$ cat src/rtl/ms_window_acc_pkg.sv
// Shared types and sizing helpers for the mean-square window accumulator.
package ms_window_acc_pkg;

  typedef enum logic [1:0] {
    ACC    = 2'd0,
    LAUNCH = 2'd1,
    WAIT   = 2'd2
  } state_t;

  // Accumulator sized so a full window of maximum squares cannot overflow.
  function automatic int unsigned acc_width(input int unsigned sample_width,
                                            input int unsigned log2_win);
    return 2 * sample_width + log2_win;
  endfunction

endpackage

$ cat src/rtl/ms_square_sat.sv
// Signed square of one sample added to the running sum, plus the window mean
// (right shift) clamped to the largest positive radicand.
module ms_square_sat #(
  parameter int unsigned SAMPLE_WIDTH = 16,
  parameter int unsigned LOG2_WIN     = 4,
  parameter int unsigned OUT_WIDTH    = 32,
  parameter int unsigned ACC_WIDTH    = 2 * SAMPLE_WIDTH + LOG2_WIN
) (
  input  logic signed [SAMPLE_WIDTH-1:0] sample,
  input  logic        [ACC_WIDTH-1:0]    acc,
  output logic        [ACC_WIDTH-1:0]    sum_c,
  output logic        [OUT_WIDTH-1:0]    mean_c,
  output logic                           clamp_c
);

  localparam int unsigned SQ_W  = 2 * SAMPLE_WIDTH;
  localparam int unsigned CMP_W = (ACC_WIDTH > OUT_WIDTH) ? ACC_WIDTH : OUT_WIDTH;
  localparam logic [CMP_W-1:0] MAX_POS =
    {{(CMP_W - OUT_WIDTH + 1){1'b0}}, {(OUT_WIDTH - 1){1'b1}}};

  logic signed [SQ_W-1:0]  ext;
  logic signed [SQ_W-1:0]  sq;
  logic        [CMP_W-1:0] mean_w;

  // The product always fits: the largest square is 2**(SQ_W-2).
  assign ext    = {{SAMPLE_WIDTH{sample[SAMPLE_WIDTH-1]}}, sample};
  assign sq     = ext * ext;
  assign sum_c  = acc + ACC_WIDTH'($unsigned(sq));
  assign mean_w = CMP_W'(sum_c >> LOG2_WIN);

  assign clamp_c = mean_w > MAX_POS;
  assign mean_c  = clamp_c ? MAX_POS[OUT_WIDTH-1:0] : mean_w[OUT_WIDTH-1:0];

endmodule

$ cat src/rtl/ms_window_acc.sv
// Accumulates squared samples over a power-of-two window and hands the mean
// square to the iterative root stage with a start/done handshake.
module ms_window_acc
  import ms_window_acc_pkg::*;
#(
  parameter int unsigned SAMPLE_WIDTH = 16,
  parameter int unsigned LOG2_WIN     = 4,
  parameter int unsigned OUT_WIDTH    = 32
) (
  input  logic                           clk,
  input  logic                           rst_n,
  input  logic                           clear,
  input  logic                           sample_valid,
  output logic                           sample_ready,
  input  logic signed [SAMPLE_WIDTH-1:0] sample_in,
  output logic                           sq_start,
  output logic signed [OUT_WIDTH-1:0]    sq_x,
  input  logic                           sq_done,
  input  logic                           sq_is_neg,
  output logic        [7:0]              win_cnt,
  output logic                           sat,
  output logic                           neg_err
);

  localparam int unsigned ACC_WIDTH = acc_width(SAMPLE_WIDTH, LOG2_WIN);
  localparam int unsigned CNT_W     = LOG2_WIN + 1;
  localparam int unsigned WIN       = 1 << LOG2_WIN;

  state_t               state;
  logic [ACC_WIDTH-1:0] acc;
  logic [CNT_W-1:0]     cnt;
  logic                 start_q;
  logic [ACC_WIDTH-1:0] sum_c;
  logic [OUT_WIDTH-1:0] mean_c;
  logic                 clamp_c;
  logic                 accept_c;
  logic                 last_c;

  ms_square_sat #(
    .SAMPLE_WIDTH(SAMPLE_WIDTH),
    .LOG2_WIN    (LOG2_WIN),
    .OUT_WIDTH   (OUT_WIDTH),
    .ACC_WIDTH   (ACC_WIDTH)
  ) u_square_sat (
    .sample (sample_in),
    .acc    (acc),
    .sum_c  (sum_c),
    .mean_c (mean_c),
    .clamp_c(clamp_c)
  );

  assign accept_c = sample_valid & sample_ready;
  assign last_c   = (cnt == CNT_W'(WIN - 1));

  // clear must suppress a start pulse already sitting in the register.
  assign sq_start = start_q & ~clear;

  // Window FSM, counters and sticky status.
  always_ff @(posedge clk or negedge rst_n) begin
    if (!rst_n) begin
      state        <= ACC;
      acc          <= '0;
      cnt          <= '0;
      start_q      <= 1'b0;
      sample_ready <= 1'b0;
      sq_x         <= '0;
      win_cnt      <= '0;
      sat          <= 1'b0;
      neg_err      <= 1'b0;
    end else begin
      start_q <= 1'b0;
      if (clear) begin
        state        <= ACC;
        acc          <= '0;
        cnt          <= '0;
        sample_ready <= 1'b1;
      end else begin
        case (state)
          ACC: begin
            sample_ready <= 1'b1;
            if (accept_c) begin
              acc <= sum_c;
              cnt <= cnt + CNT_W'(1);
              if (last_c) begin
                sq_x         <= mean_c;
                sat          <= sat | clamp_c;
                start_q      <= 1'b1;
                sample_ready <= 1'b0;
                state        <= LAUNCH;
              end
            end
          end
          LAUNCH: state <= WAIT;
          WAIT: begin
            if (sq_done) begin
              neg_err      <= neg_err | sq_is_neg;
              win_cnt      <= win_cnt + 8'd1;
              acc          <= '0;
              cnt          <= '0;
              sample_ready <= 1'b1;
              state        <= ACC;
            end
          end
          default: begin
            sample_ready <= 1'b1;
            state        <= ACC;
          end
        endcase
      end
    end
  end

endmodule

$ cat config.mk
export PLATFORM = sky130hd
export DESIGN_NAME = ms_window_acc
export DESIGN_NICKNAME = d
export VERILOG_FILES = /design/src/rtl/ms_window_acc_pkg.sv /design/src/rtl/ms_square_sat.sv /design/src/rtl/ms_window_acc.sv
export SDC_FILE = /design/constraint.sdc
export NUM_CORES = 1
export LEC_CHECK = 0
export CORE_AREA = 8 8 156 172
export CTS_CLUSTER_DIAMETER = 100
export DETAILED_ROUTE_END_ITERATION = 6
export DIE_AREA = 0 0 164 180
export GPL_ROUTABILITY_DRIVEN = 0
export GPL_TIMING_DRIVEN = 1
export PLACE_DENSITY = 0.78
export SETUP_SLACK_MARGIN = 0.5
export SLEW_MARGIN = 15
export SYNTH_ARGS = -nofsm -noshare
export SYNTH_HDL_FRONTEND = slang
export SYNTH_SLANG_ARGS = --single-unit
$ cat constraint.sdc
create_clock -name clk -period 6.9 [get_ports clk]
set_input_delay 1.035 -clock clk [delete_from_list [all_inputs] [get_ports clk]]
set_output_delay 1.035 -clock clk [all_outputs]
set_load 0.05 [all_outputs]
=== Word level (Yosys, flattened, before mapping) ===
Index checks and enable logic that the tools add are counted.

* Bits in registers: 87
* Logic and storage cells: 56
* Output and inout bits: 44
* Bits of input ports: 22

* Multiplexer cells: 23
* Eq/ne operators: 7
* $lt $le $gt $ge: 1
* $add $sub $neg: 3
* Multiply operators: 1
* Bitwise logic cells: 5
* Reductions and logical operators: 7

{| class="wikitable"
|+ Operator list
! operator !! number
|-
| $mux W36 || 3
|-
| $pmux W36 S2 || 1
|-
| $add A36 B32 Y36 || 1
|-
| $gt A32 B31 Y1 const B || 1
|-
| $mul A16 B16 Y32 || 1
|-
| $mux W32 || 1
|-
| $mux W5 || 3
|-
| $pmux W5 S2 || 1
|-
| $ne A3 B3 Y1 const B || 3
|-
| $reduce_and A3 Y1 || 3
|-
| $add A8 B1 Y8 const B || 1
|-
| $mux W1 || 8
|-
| $mux W2 || 4
|-
| $pmux W2 S3 || 1
|-
| $add A5 B1 Y5 const B || 1
|-
| $eq A5 B4 Y1 const B || 1
|-
| $reduce_and A4 Y1 || 1
|-
| $pmux W1 S3 || 1
|-
| $reduce_bool A3 Y1 || 1
|-
| $and A1 B1 Y1 || 2
|-
| $eq A2 B1 Y1 const B || 1
|-
| $eq A2 B2 Y1 const B || 1
|-
| $logic_not A2 Y1 || 1
|-
| $ne A2 B2 Y1 const B || 1
|-
| 3 further kinds || 4
|}

=== Depth between registers and ports, before layout ===
* Depth after elaboration: 5
* Depth in mapped cells: 35
* Mapped depth without buffers: 34

=== By module ===
Synthesis repeated with hierarchy kept, for this count alone.

* Cells, all modules: 1500
* Area total of the unflattened synthesis: 14535.2 µm²

{| class="wikitable"
|+ By module, submodules not included
! module !! seq. area each (µm²) !! instances !! area each (µm²) !! cells each
|-
| ms_square_sat || 0.0 || 1 || 11001.8 || 1278
|-
| ms_window_acc || 2177.1 || 1 || 3533.4 || 222
|}

=== Worst setup path after synthesis ===
OpenSTA, ideal clock, no wires.

* Kind: input -> register
* From: input port sample_in[4]
* To: register sq_x[11]
* Buffers on the path: 3
* Setup slack: -1760 ps
* Arrival time: 8579 ps
* Required time: 6818 ps
* Setup time: 82 ps
* Stages on the path: 32
* Cells stage by stage: clkbuf_1 -> clkbuf_1 -> nand2_1 -> fa_1 -> fa_1 -> fa_1 -> inv_1 -> fa_1 -> inv_1 -> fa_1 -> inv_1 -> fa_1 -> ha_1 -> nand3_1 -> nor2_1 -> nand2_1 -> or3_1 -> a21boi_1 -> o211ai_1 -> a21boi_1 -> or4_1 -> nand4_1 -> ha_1 -> a21o_1 -> a21o_1 -> a21o_1 -> a21oi_1 -> a21oi_1 -> o21ai_0 -> nor3_4 -> buf_6 -> a31oi_1

* Longest elaborated chain between the ends: 4

{| class="wikitable"
|+ RTL lines
! what !! line !! text
|-
| start, declared || ms_window_acc.sv:15 || <nowiki>input logic signed [SAMPLE_WIDTH-1:0] sample_in,</nowiki>
|-
| $mul A16 B16 Y32 (*) || ms_square_sat.sv:27 || <nowiki>assign sq = ext * ext;</nowiki>
|-
| $add A36 B32 Y36 (*) || ms_square_sat.sv:28 || <nowiki>assign sum_c = acc + ACC_WIDTH'($unsigned(sq));</nowiki>
|-
| $gt A32 B31 Y1 || ms_square_sat.sv:31 || <nowiki>assign clamp_c = mean_w > MAX_POS;</nowiki>
|-
| $mux W32 (*) || ms_square_sat.sv:32 || <nowiki>assign mean_c = clamp_c ? MAX_POS[OUT_WIDTH-1:0] : mean_w[OUT_WIDTH-1:0];</nowiki>
|-
| end signal, assigned || ms_window_acc.sv:85 || <nowiki>sq_x <= mean_c;</nowiki>
|-
| end, declared || ms_window_acc.sv:17 || <nowiki>output logic signed [OUT_WIDTH-1:0] sq_x,</nowiki>
|}

Mark *: on every way between the ends. The rest lies on a longest branch, timed or not.
A chain may end at the register's enable or synchronous reset.

=== Final worst setup path ===
* From: input port sample_in[10]
* To: register sq_x[22]

The elaborated chain is that of the path after synthesis.

==> reports/metrics.yaml <==
grt-ovfl-total: 0
ys.flop_type: "dfrtp_1"
critPathMostFrequentCell: "fa_1"
fin_nets: 2308
drt_iter0_drc: 1025
start_util_pct: 58.5
start_kind: "primary input"
worstPathArrival_ns: 8.80
setup-violations-final: 55
postSynthCellCount: 1531
grt_max_degree: 50
final-hold-violation-count: 0
finalMaxSlewViolations: 0
ant_nets: 0
post-dp-hpwl_mm: 29.8
cts-root-buf: "clkbuf_16"
layout_setup_ws_ns: -1.66
route.top_layer_used: "met4"
clock_skew_ns: 0.0127
rsz0062_at_grt: "true"
worst_slew_pin_slew_ns: 1.16
syn_nets: 1915
yosysWarnings: 0
critPathLaunch: "sample_in[10]"
cts_buffers: 9
r2r_slack_ns: 3.20
wl_mm: 46.9
ys_async_sr_fraction_pct: 100
clock_latency_ns: 0.35
r2r_start: "acc[0]"
grt_usage_pct: 28.9
ios: 66
syn_to_final_growth_pct: 39.9
cts_buffer_depth: 2
worstSetupPathType: "in2reg"
drt-met1-wl_mm: 17.1
via_per_inst: 5.92
die_h_um: 180
synth_area_leaders: "fa_1 34%, dfrtp_1 15%, ha_1 11%, inv_1 9.4%, xnor2_1 3.2%"
drive_above_1_share_pct: 33.7
seq_area_frac_synth_pct: 15.4
fmax_mhz: 117
dpl_worst_slack_ns: -2.30
max_cap_violations: 0
yosysMostFrequentCell: "inv_1"
holdBufCountCts: 0
min_path_type: "reg2reg"
synth_area_per_cell_um2: 9.21
avgRoutedWirePerCell_um: 20.9
layout_min_cycle_time_ns: 8.56
max_stage_delay_ns: 0.61
cp-end-kind: "flip-flop"
clkTransAtPathRegs_ns: 0.07
coreArea_mm2: 0.0241
fin_crit_sh_pct: 124
cts.sinks: 87
crit_end: "sq_x[22]"
numPortBuffers: 65
violations: "setup timing"
rows: 60
synth_edf_count: 0
antennaDiodeCount: 0
dr_wl_met3_mm: 3.44
cts_tree: "yes"
worstReg2RegEnd: "sq_x[26]"
status: "finished, violations left"
cp_slowest_cell: "fa_1"
synth_area_mm2: 0.0141
yosysTopAreaCellShare_pct: 33.8
h-tree-depth: 3
drc_errors: 0
vias: 13248
rr_worst_depth: 13
grt_pass1_vias: 13998
die_x_um: 164
grt_pass1_wl_mm: 69.6
die_area_mm2: 0.0295
synth.distinct_cells: 70
met2_wirelength_mm: 23.0
first_pass_iters: 6
grt_antenna_before_repair: 0
critical_path_required_ns: 7.14
synth_top_area_cell: "fa_1"
cp_max_fo: 5
synth-seq-cells: 87
slew_headroom_pct: 22.9
netlist_top_cells_count: "352 x inv_1, 238 x fa_1, 124 x ha_1"
## worst max-delay path: cells and delay by family
| family | cells | cell delay [ns] |
|---|---|---|
| compound gates | 14 | 2.42 |
| buf+inv | 8 | 0.82 |
| simple gates | 4 | 0.90 |
| fa+ha+maj | 8 | 3.62 |
## cell type report
class	instances	area, um^2
Multi-Input combinational cell	1046	11800
Fill cell	1195	4370
Timing Repair Buffer	426	3770
Sequential cell	87	2180
Inverter	354	1350
Tap cell	310	388
Clock buffer	10	229
Clock inverter	6	67.6
## metal layers
metal  global-route usage (%)  vias to the layer above
met2                     49.2                      843
li1                         -                     5581
met5                        0                        -
met4                     12.1                        0
met3                     4.20                      307
met1                     36.1                     6517
## metrics by stage
step	utilization, %	cells	hold WS, ns	area, um^2	setup TNS, ns
floorplan	-	1531	0.454	14800	-46.44
global placement	72.9	2135	0.441	17600	-100.09
detailed placement	72.9	2135	0.447	17600	-108.32
CTS	78.9	2208	0.461	19000	-60.49
global route	81.9	2239	0.494	19700	-89.18
finish	81.9	2239	0.479	19700	-72.98
## worst min path at each step
stage | cells past startpoint | end | slack, ns | start
2_1_floorplan | 2 | acc[10] | 0.45 | acc[10]
3_3_place_gp | 1 | neg_err | 0.44 | neg_err
3_5_place_dp | 1 | neg_err | 0.45 | neg_err
4_1_cts | 1 | neg_err | 0.46 | neg_err
5_1_grt | 1 | neg_err | 0.49 | neg_err
6_report | 1 | neg_err | 0.48 | neg_err
## kinds of logic (layout without fill, tap and decap cells)
logic type / Yosys count / count (layout) / share of synthesized area (%)
buffers and inverters: 398 / 796 / 10.7
adders and majority gates: 362 / 362 / 44.8
xor gates and xnor gates: 77 / 77 / 4.78
and+or+nand+nor: 349 / 349 / 11.7
muxes: 3 / 3 / 0.231
AOI/OAI and AO/OA: 255 / 255 / 12.3
DFF: 87 / 87 / 15.4
## registers in the layout (all words and copies together), names as in the netlist
register      cells
win_cnt           8
sat               1
cnt               5
acc              36
sq_x             32
sample_ready      1
start_q           1
neg_err           1
state             2
## layout by cell type (no fill, tap or decap), types with 8 or more instances in the layout
| cell type | Yosys | final |
|---|---|---|
| nand4_1 | 10 | 10 |
| a21o_1 | 40 | 40 |
| xor2_1 | 26 | 15 |
| a21oi_1 | 67 | 25 |
| clkbuf_16 | 0 | 10 |
| a31oi_1 | 23 | 18 |
| and2_1 | 36 | 26 |
| nor2_1 | 107 | 90 |
| xnor2_2 | 0 | 10 |
| xnor2_1 | 51 | 38 |
| xor2_2 | 0 | 9 |
| dfrtp_1 | 87 | 87 |
| nand2_2 | 0 | 19 |
| nor2_4 | 0 | 8 |
| o21ai_0 | 45 | 16 |
| fa_1 | 238 | 226 |
| inv_1 | 352 | 317 |
| clkdlybuf4s50_1 | 0 | 48 |
| fa_2 | 0 | 12 |
| o21bai_1 | 13 | 9 |
| ha_4 | 0 | 19 |
| nand2_1 | 118 | 92 |
| inv_2 | 1 | 32 |
| buf_12 | 0 | 10 |
| nor2_2 | 0 | 9 |
| ha_1 | 124 | 100 |
| and2_4 | 0 | 10 |
| buf_6 | 2 | 57 |
| o21a_1 | 8 | 8 |
| nand2b_1 | 11 | 11 |
| o21ai_1 | 3 | 26 |
| a22o_1 | 17 | 17 |
| buf_4 | 0 | 295 |
| nand3_1 | 13 | 10 |
| a21oi_2 | 0 | 36 |
## repair_timing
| action | CTS | global route |
|---|---|---|
| cloned | 6 | 1 |
| gates resized for setup | 227 | 94 |
| setup endpoints to repair | 59 | 59 |
| setup buffers | 51 | 30 |
| pin swaps | 116 | 65 |
Power is left out: the tool's default activity adds up to more than one toggle a clock period on the data nets, which glitch-free logic cannot reach.
